## config.mk

```make
export PLATFORM = sky130hd
export DESIGN_NAME = fifo_stream_reader_flat
export DESIGN_NICKNAME = d
export VERILOG_FILES = /design/src/rtl/fifo_stream_reader_if.sv /design/src/rtl/fifo_stream_reader.sv /design/src/flat_wrapper.sv
export SDC_FILE = /design/constraint.sdc
export NUM_CORES = 1
export LEC_CHECK = 0
export ABC_AREA = 1
export CAP_MARGIN = 20
export CORE_ASPECT_RATIO = 0.9
export CORE_MARGIN = 2
export CORE_UTILIZATION = 47
export CTS_BUF_LIST = sky130_fd_sc_hd__clkbuf_8
export DETAILED_ROUTE_END_ITERATION = 12
export PLACE_DENSITY = 0.76
export SETUP_SLACK_MARGIN = 0.4
export SYNTH_ARGS = -nofsm -noshare
export SYNTH_HDL_FRONTEND = slang
export SYNTH_SLANG_ARGS = --single-unit
```

## constraint.sdc

```tcl
create_clock -name clk -period 1.35 [get_ports clk]
set_input_delay 0.3375 -clock clk [delete_from_list [all_inputs] [get_ports clk]]
set_output_delay 0.3375 -clock clk [all_outputs]
set_load 0.02 [all_outputs]
```

## src/rtl/fifo_stream_reader_if.sv

```systemverilog
//------------------------------------------------------------------------------
// Module   : fifo_stream_reader_if
// Purpose  : FIFO read side plus valid/ready output stream for fifo_stream_reader.
//            FIFO_STREAM_READER_CNT_EN adds word_count/count_clear.
// Revision : 1.0  initial release
//------------------------------------------------------------------------------
`default_nettype none

interface fifo_stream_reader_if #(
    parameter int WIDTH = 8
);
    logic             run;
    logic             fifo_empty;
    logic [WIDTH-1:0] fifo_data;
    logic             read_enable;
    logic [WIDTH-1:0] out_data;
    logic             out_valid;
    logic             out_ready;
    logic             busy;
`ifdef FIFO_STREAM_READER_CNT_EN
    logic [31:0]      word_count;
    logic             count_clear;

    modport master (
        input  run, fifo_empty, fifo_data, out_ready, count_clear,
        output read_enable, out_data, out_valid, busy, word_count
    );
    modport slave (
        output run, fifo_empty, fifo_data, out_ready, count_clear,
        input  read_enable, out_data, out_valid, busy, word_count
    );
`else
    modport master (
        input  run, fifo_empty, fifo_data, out_ready,
        output read_enable, out_data, out_valid, busy
    );
    modport slave (
        output run, fifo_empty, fifo_data, out_ready,
        input  read_enable, out_data, out_valid, busy
    );
`endif
endinterface

`default_nettype wire

```

## src/rtl/fifo_stream_reader.sv

```systemverilog
//------------------------------------------------------------------------------
// Module   : fifo_stream_reader
// Purpose  : Pops a 1-cycle-latency FIFO into a 2-entry valid/ready output buffer.
//            Optional pop counter enabled by FIFO_STREAM_READER_CNT_EN.
// Revision : 1.0  initial release
//------------------------------------------------------------------------------
`default_nettype none

module fifo_stream_reader #(
    parameter int WIDTH = 8
) (
    input  logic                  clk,
    input  logic                  reset,
    fifo_stream_reader_if.master  bus
);

    typedef enum logic [1:0] {
        S_IDLE  = 2'd0,
        S_RUN   = 2'd1,
        S_DRAIN = 2'd2
    } state_t;

    state_t           r_state;
    logic [1:0]       r_occ;
    logic             r_inflight;
    logic [WIDTH-1:0] r_buf0;
    logic [WIDTH-1:0] r_buf1;

    logic             w_pop;
    logic [2:0]       w_level;
    logic             w_read_enable;

    assign w_pop   = (r_occ != 2'd0) && bus.out_ready;
    assign w_level = {1'b0, r_occ} + {2'b00, r_inflight};

    // Words already owned (buffered + in flight) minus this cycle's pop must leave room.
    assign w_read_enable = !reset && (r_state == S_RUN) && !bus.fifo_empty
                           && (w_level < (3'd2 + {2'b00, w_pop}));

    assign bus.read_enable = w_read_enable;
    assign bus.out_valid   = (r_occ != 2'd0);
    assign bus.out_data    = r_buf0;
    assign bus.busy        = (r_state != S_IDLE);

    always_ff @(posedge clk or posedge reset) begin
        if (reset) begin
            r_state    <= S_IDLE;
            r_occ      <= 2'd0;
            r_inflight <= 1'b0;
            r_buf0     <= '0;
            r_buf1     <= '0;
        end else begin
            r_inflight <= w_read_enable;

            case (r_state)
                S_IDLE:  if (bus.run) r_state <= S_RUN;
                S_RUN:   if (!bus.run) r_state <= S_DRAIN;
                S_DRAIN: begin
                    if (bus.run)
                        r_state <= S_RUN;
                    else if ((r_occ == 2'd0) && !r_inflight)
                        r_state <= S_IDLE;
                end
                default: r_state <= S_IDLE;
            endcase

            // Capture and pop in the same cycle keep occupancy constant.
            if (w_pop) begin
                if (r_inflight) begin
                    if (r_occ == 2'd2) begin
                        r_buf0 <= r_buf1;
                        r_buf1 <= bus.fifo_data;
                    end else begin
                        r_buf0 <= bus.fifo_data;
                    end
                end else begin
                    r_buf0 <= r_buf1;
                    r_occ  <= r_occ - 2'd1;
                end
            end else if (r_inflight) begin
                if (r_occ == 2'd0)
                    r_buf0 <= bus.fifo_data;
                else
                    r_buf1 <= bus.fifo_data;
                r_occ <= r_occ + 2'd1;
            end
        end
    end

    a_occ_range: assert property (@(posedge clk) disable iff (reset) r_occ <= 2'd2);

`ifdef FIFO_STREAM_READER_CNT_EN
    logic [31:0] r_word_count;

    always_ff @(posedge clk or posedge reset) begin
        if (reset)
            r_word_count <= 32'd0;
        else if (bus.count_clear)
            r_word_count <= 32'd0;
        else if (w_pop)
            r_word_count <= r_word_count + 32'd1;
    end

    assign bus.word_count = r_word_count;
`endif

endmodule

`default_nettype wire

```

## src/flat_wrapper.sv

```systemverilog
// flat-port wrapper written by rule: the top's interface ports become plain ports
module fifo_stream_reader_flat 
#(
    parameter int WIDTH = 8
)
  (clk, reset, bus_run, bus_fifo_empty, bus_fifo_data, bus_out_ready, bus_read_enable, bus_out_data, bus_out_valid, bus_busy);
  fifo_stream_reader_if #(.WIDTH(WIDTH)) bus_i ();
  input  logic clk;
  input  logic reset;
  input wire logic [$bits(bus_i.run)-1:0] bus_run;
  input wire logic [$bits(bus_i.fifo_empty)-1:0] bus_fifo_empty;
  input wire logic [$bits(bus_i.fifo_data)-1:0] bus_fifo_data;
  input wire logic [$bits(bus_i.out_ready)-1:0] bus_out_ready;
  output wire logic [$bits(bus_i.read_enable)-1:0] bus_read_enable;
  output wire logic [$bits(bus_i.out_data)-1:0] bus_out_data;
  output wire logic [$bits(bus_i.out_valid)-1:0] bus_out_valid;
  output wire logic [$bits(bus_i.busy)-1:0] bus_busy;
  assign bus_i.run = bus_run;
  assign bus_i.fifo_empty = bus_fifo_empty;
  assign bus_i.fifo_data = bus_fifo_data;
  assign bus_i.out_ready = bus_out_ready;
  assign bus_read_enable = bus_i.read_enable;
  assign bus_out_data = bus_i.out_data;
  assign bus_out_valid = bus_i.out_valid;
  assign bus_busy = bus_i.busy;
  fifo_stream_reader #(.WIDTH(WIDTH)) u_core (.clk(clk), .reset(reset), .bus(bus_i));
endmodule
```

Word level (Yosys, flattened, before mapping)
Cells that the tools add are included.
{"block": "op_classes", "n_reduce_logical": 18, "add_sub_neg": 4, "n_eq_ne": 9, "order_cmp": 1, "mux": 18}
{"cell": "$mux 8", "n": 10}
{"cell": "$mux 2", "n": 7}
{"cell": "$ne 2x2->1 const B", "n": 4}
{"cell": "$reduce_bool 2->1", "n": 4}
{"cell": "$pmux 2 s3", "n": 1}
{"cell": "$reduce_and 3->1", "n": 2}
{"cell": "$logic_and 1x1->1", "n": 5}
{"cell": "$eq 2x2->1 const B", "n": 2}
{"cell": "$logic_not 2->1", "n": 2}
{"cell": "$reduce_and 2->1", "n": 2}
{"cell": "$add 2x1->3", "n": 1}
{"cell": "$add 2x1->3 const A", "n": 1}
{"cell": "$logic_not 1->1", "n": 3}
{"cell": "$lt 3x3->1", "n": 1}
{"cell": "$ne 3x2->1 const B", "n": 1}
{"cell": "$add 2x1->2 const B", "n": 1}
{"cell": "$eq 2x1->1 const B", "n": 1}
{"cell": "$ne 2x1->1 const B", "n": 1}
{"cell": "$sub 2x1->2 const B", "n": 1}
{"block": "totals", "wordCells": 55, "input_bits": 13, "out_inout_bits": 11, "regBits": 21}

Logic depth before layout (Yosys ltp)
{"block": "depth", "word_depth": 5, "mapped_depth": 7, "depth_no_buf": 7}

Worst setup path after synthesis
No wires, ideal clock.
{"block": "synth_timing", "path_type": "register -> output", "start": "reg u_core.r_occ[0]", "end": "out bus_read_enable", "path_stages_with_launch": 6, "slack_ns": -0.307, "path_buffers": 0, "t_required_ns": 1.013, "arrival_time_ns": 1.320, "path_cell_list": "dfrtp_1 ha_1 ha_1 nor3_1 nand3b_1 nor2_1"}
{"block": "synth_via", "elab_chain_len": 5, "word_cells_on_any_way": 6, "cone_classes": "add/sub (2); order compare (1); reduce/logical (3)"}
{"item": "start, declared", "line_no": "fifo_stream_reader.sv:24", "rtl": "logic [1:0] r_occ;"}
{"item": "start signal, assigned", "line_no": "fifo_stream_reader.sv:78", "rtl": "r_occ <= r_occ - 2'd1;"}
{"item": "start signal, assigned", "line_no": "fifo_stream_reader.sv:85", "rtl": "r_occ <= r_occ + 2'd1;"}
{"item": "$reduce_bool 2->1", "line_no": "fifo_stream_reader.sv:33", "rtl": "assign w_pop = (r_occ != 2'd0) && bus.out_ready;"}
{"item": "$logic_and 1x1->1", "line_no": "fifo_stream_reader.sv:33"}
{"item": "$add 2x1->3", "line_no": "fifo_stream_reader.sv:38", "rtl": "&& (w_level < (3'd2 + {2'b00, w_pop}));"}
{"item": "$lt 3x3->1 *", "line_no": "fifo_stream_reader.sv:38"}
{"item": "$logic_and 1x1->1 *", "line_no": "fifo_stream_reader.sv:38"}
{"item": "end, declared", "line_no": "flat_wrapper.sv:14", "rtl": "output wire logic [$bits(bus_i.read_enable)-1:0] bus_read_enable;"}
Mark *: on every way between the ends. The rest lies on a longest branch, timed or not.

Worst setup path in the final report
Same ends and word-level chain as after synthesis.

==> impl_metrics.prom <==
# TYPE chip_impl_metric gauge
chip_impl_metric{name="yosys_warnings",unit=""} 0
chip_impl_metric{name="nets",unit=""} 208
chip_impl_metric{name="setup_tns",unit="ns"} -4.09
chip_impl_metric{name="hold_slack_final",unit="ns"} 0.497
chip_impl_metric{name="initial_utilization",unit="%"} 50.2
chip_impl_metric{name="grt_pass1_wl",unit="um"} 5690
chip_impl_metric{name="cts-buffers-inserted",unit=""} 3
chip_impl_metric{name="cts_sinks",unit=""} 21
chip_impl_metric{name="critical_path.max_fanout",unit=""} 2
chip_impl_metric{name="track_usage",unit="%"} 26.1
chip_impl_metric{name="crit_path_max_incr_delay",unit="ns"} 0.41
chip_impl_metric{name="die_x",unit="um"} 55.4
chip_impl_metric{name="drcViolationCount",unit=""} 0
chip_impl_metric{name="cts-htree-levels",unit=""} 1
chip_impl_metric{name="synth.cell_area",unit="um2"} 1120
chip_impl_metric{name="wl_per_cell",unit="um"} 19.5
chip_impl_info{name="cts-root-buf",value="sky130_fd_sc_hd__clkbuf_8"} 1
chip_impl_metric{name="final_core_utilization",unit="%"} 88.2
chip_impl_metric{name="vias_per_cell",unit=""} 5.68
chip_impl_metric{name="synthCells",unit=""} 132
chip_impl_metric{name="gp_routability_congestion",unit=""} 0.746
chip_impl_metric{name="buffer_ports.inserted",unit=""} 23
chip_impl_metric{name="cp_bufs_invs",unit=""} 1
chip_impl_metric{name="pin_count_of_the_biggest_net_entering_global_routing",unit=""} 22
chip_impl_metric{name="max_slew_margin",unit="%"} 81.5
chip_impl_metric{name="design.portCount",unit=""} 24
chip_impl_metric{name="drt_wl_total",unit="um"} 4280
chip_impl_metric{name="grt_pass1_vias",unit=""} 1174
chip_impl_metric{name="placedCellCount",unit=""} 189
chip_impl_metric{name="wp_data_arrival",unit="ns"} 1.53
chip_impl_metric{name="n_antenna_cell",unit=""} 0
chip_impl_metric{name="dp_hpwl",unit="um"} 1800
chip_impl_metric{name="num_vias",unit=""} 1244
chip_impl_metric{name="worstSkewPairLatency",unit="ns"} 0.26
chip_impl_metric{name="grt_residual_overflow",unit=""} 0
chip_impl_metric{name="timing.fmax",unit="GHz"} 0.535
chip_impl_info{name="cp-start-kind",value="flop"} 1
chip_impl_metric{name="grt_antenna_before_repair",unit=""} 0
chip_impl_metric{name="skew",unit="ns"} 0.00923
chip_impl_info{name="grt_setup_unrepaired",value="true"} 1
chip_impl_metric{name="number_of_nets_with_antenna_violations_after_detailed_routing",unit=""} 0
chip_impl_metric{name="syn_area_per_cell",unit="um2"} 8.46
chip_impl_metric{name="placeableCoreArea",unit="um2"} 2220
chip_impl_metric{name="p_per_area",unit="nW/um2"} 2080
chip_impl_info{name="result_of_the_run",value="finished, violations left"} 1
chip_impl_metric{name="area_growth",unit="%"} 75.6
chip_impl_metric{name="max_cap_violations",unit=""} 0
chip_impl_info{name="worst_hold_path_type",value="primary input to asynchronous set/reset pin"} 1
chip_impl_metric{name="setup_viols_final",unit=""} 21
chip_impl_metric{name="final_layout_size_suffix_gt1_share",unit="%"} 52.6
chip_impl_info{name="r2r-end",value="u_core.bus.out_data[2]"} 1
chip_impl_metric{name="synthesis.nets",unit=""} 147
chip_impl_metric{name="leakage",unit="nW"} 0.986
chip_impl_metric{name="timing.final.hold_violations",unit=""} 0
chip_impl_metric{name="rows",unit=""} 16
chip_impl_metric{name="timing_worst_slew_pin_value",unit="ns"} 0.278
chip_impl_info{name="critical_path.endpoint_type",value="primary output"} 1
chip_impl_metric{name="drt_pass1_iterations",unit=""} 4
chip_impl_metric{name="period_minus_slack",unit="ns"} 1.87
chip_impl_metric{name="post_layout_nonfiller_instances",unit=""} 219
chip_impl_metric{name="placed_cell_area",unit="um2"} 1470
chip_impl_metric{name="synth.yosys.seq_area_share",unit="%"} 47.1
chip_impl_info{name="clock_tree_from_tritoncts",value="done"} 1
chip_impl_info{name="violations",value="negative setup slack"} 1
chip_impl_metric{name="finalInstanceArea",unit="um2"} 1960
chip_impl_info{name="crit_type",value="flop to primary output"} 1
chip_impl_info{name="cell_chain_critical_path",value="ha_2 -> ha_4 -> nor3_4 -> nand3b_1 -> nor2_4 -> buf_6"} 1
chip_impl_metric{name="setup.reg_to_reg.worst_slack",unit="ns"} -0.23
chip_impl_metric{name="cts.path.max_buffers",unit=""} 2
chip_impl_metric{name="cp.required",unit="ns"} 1.01
chip_impl_info{name="worstReg2RegStart",value="u_core.r_occ[0]"} 1
chip_impl_metric{name="post_route_clock_period_utilization",unit="%"} 139
chip_impl_metric{name="ff2ff_path_depth",unit=""} 9
chip_impl_info{name="critical_path.slowest_cell",value="sky130_fd_sc_hd__dfrtp_1"} 1
chip_impl_metric{name="chip_height",unit="um"} 50.2
chip_impl_info{name="cp_top_family",value="flip-flops"} 1
chip_impl_metric{name="synth_cell_type_count",unit=""} 22
chip_impl_metric{name="die_area",unit="um2"} 2780
chip_impl_metric{name="yosys_register_bits",unit=""} 21
chip_impl_metric{name="worst_setup_hold_path_clk_slew",unit="ns"} 0.08
chip_impl_metric{name="post-route-worst-setup-slack",unit="ns"} -0.521
chip_impl_metric{name="max-vdd-ir-drop",unit="mV"} 1.62
chip_impl_metric{name="timing_max_transition_violations_final",unit=""} 0
chip_impl_metric{name="layout.filler_cells",unit=""} 97
chip_impl_metric{name="drt-initial-drc-count",unit=""} 50
[layout by cell type, fill, tap and decap left out, types with 4 or more instances in the layout]
| cell type | instances |
|---|---|
| sky130_fd_sc_hd__buf_4 | 23 |
| sky130_fd_sc_hd__clkdlybuf4s50_1 | 11 |
| sky130_fd_sc_hd__nand2_2 | 16 |
| sky130_fd_sc_hd__nand2_4 | 6 |
| sky130_fd_sc_hd__nand3_1 | 5 |
| sky130_fd_sc_hd__inv_1 | 21 |
| sky130_fd_sc_hd__nand3_4 | 4 |
| sky130_fd_sc_hd__nand2_1 | 17 |
| sky130_fd_sc_hd__buf_6 | 19 |
| sky130_fd_sc_hd__nand3_2 | 4 |
| sky130_fd_sc_hd__nand4_1 | 9 |
| sky130_fd_sc_hd__dfrtp_1 | 21 |
| sky130_fd_sc_hd__o21ai_2 | 7 |
[layer usage]
layer | vias up | wire length [um] | share of wire (%) | GRT usage, %
li1 | 544 | - | - | -
met1 | 592 | 1590 | 37 | 33.3
met2 | 76 | 2050 | 48 | 48.6
met3 | 32 | 348 | 8.1 | 3.61
met4 | 0 | 280 | 6.5 | 3.25
met5 | - | 0 | 0 | 0
[cell usage after synthesis]
cell	number	area, um2
sky130_fd_sc_hd__buf_6	2	22.5
sky130_fd_sc_hd__nand2_1	35	131
sky130_fd_sc_hd__nor2_1	3	11.3
sky130_fd_sc_hd__nand3_2	3	30.0
sky130_fd_sc_hd__nor3_1	2	10.0
sky130_fd_sc_hd__ha_1	2	25.0
sky130_fd_sc_hd__o21ai_2	6	52.6
sky130_fd_sc_hd__nand3b_1	1	7.51
sky130_fd_sc_hd__nand3_1	10	50.1
sky130_fd_sc_hd__buf_2	1	5.00
sky130_fd_sc_hd__dfrtp_1	21	526
sky130_fd_sc_hd__nand4_1	9	56.3
sky130_fd_sc_hd__inv_1	21	78.8
sky130_fd_sc_hd__o21ai_1	3	15.0
sky130_fd_sc_hd__inv_2	1	3.75
sky130_fd_sc_hd__or2_2	2	12.5
sky130_fd_sc_hd__buf_4	1	7.51
sky130_fd_sc_hd__inv_4	1	6.26
sky130_fd_sc_hd__a21oi_1	2	10.0
sky130_fd_sc_hd__xor2_1	1	8.76
sky130_fd_sc_hd__nand2_2	2	12.5
sky130_fd_sc_hd__nand2_4	3	33.8
[metrics by stage]
stage,power (W),setup WS [ns]
3_5_place_dp,0.00255,-0.790
2_1_floorplan,0.00199,-0.137
3_3_place_gp,0.00249,-0.784
4_1_cts,0.00362,-0.475
5_1_grt,0.00424,-0.599
6_report,0.00407,-0.521
[logic make-up (layout without fill, tap and decap cells)]
family	count (synthesis)	in the layout	share of synthesized area, %
adder cells (fa/ha/maj)	2	2	2.24
buffers and inverters	27	85	11.1
AO/OA/AOI/OAI	11	11	6.95
AND/OR/NAND/NOR	70	72	31.8
XOR/XNOR	1	1	0.785
flip-flops	21	21	47.1
[registers in the layout, indices dropped and copies added (netlist names)]
signal	cells
u_core.r_state	2
u_core.r_inflight	1
u_core.r_occ	2
u_core.r_buf1	8
u_core.bus.out_data	8
[worst min-delay path: stages]
cell	delay (ns)
sky130_fd_sc_hd__clkdlybuf4s50_1	0.46
sky130_fd_sc_hd__inv_1	0.08
sky130_fd_sc_hd__buf_4	0.28
[layout make-up]
| class | instances | area (um2) | area share (%) |
|---|---|---|---|
| multi-input combinational | 86 | 698 | 35.6 |
| timing repair buffer | 58 | 561 | 28.6 |
| sequential | 21 | 526 | 26.8 |
| inverter | 23 | 96.3 | 4.92 |
| clock buffer | 3 | 41.3 | 2.11 |
| tap | 27 | 33.8 | 1.72 |
| clock inverter | 1 | 3.75 | 0.192 |
[worst max-delay path by stage]
stage	start	endpoint	depth (start not counted)
global placement	bus_out_ready	bus_read_enable	6
detailed placement	bus_out_ready	bus_read_enable	6
finish	u_core.r_occ[0]	bus_read_enable	6
global route	u_core.r_occ[0]	bus_read_enable	6
floorplan	u_core.r_occ[0]	bus_read_enable	5
CTS	u_core.r_inflight	bus_read_enable	6
[where the power goes]
group	internal [W]	switching (W)	leakage (nW)	total [W]
Combinational	0.00127	0.00130	0.701	0.00257
Clock	0.000203	0.000216	0.0269	0.000419
Sequential	0.000902	0.000174	0.258	0.00108
[what timing repair did]
item                       in CTS  in global routing
setup buffers                  16                  8
gates cloned                    2                  0
gates resized for setup       105                 17
hold buffers                    0                  0
pin swaps                      20                  6
setup endpoints to repair      31                 31
Power figures use the tool's default switching activity.
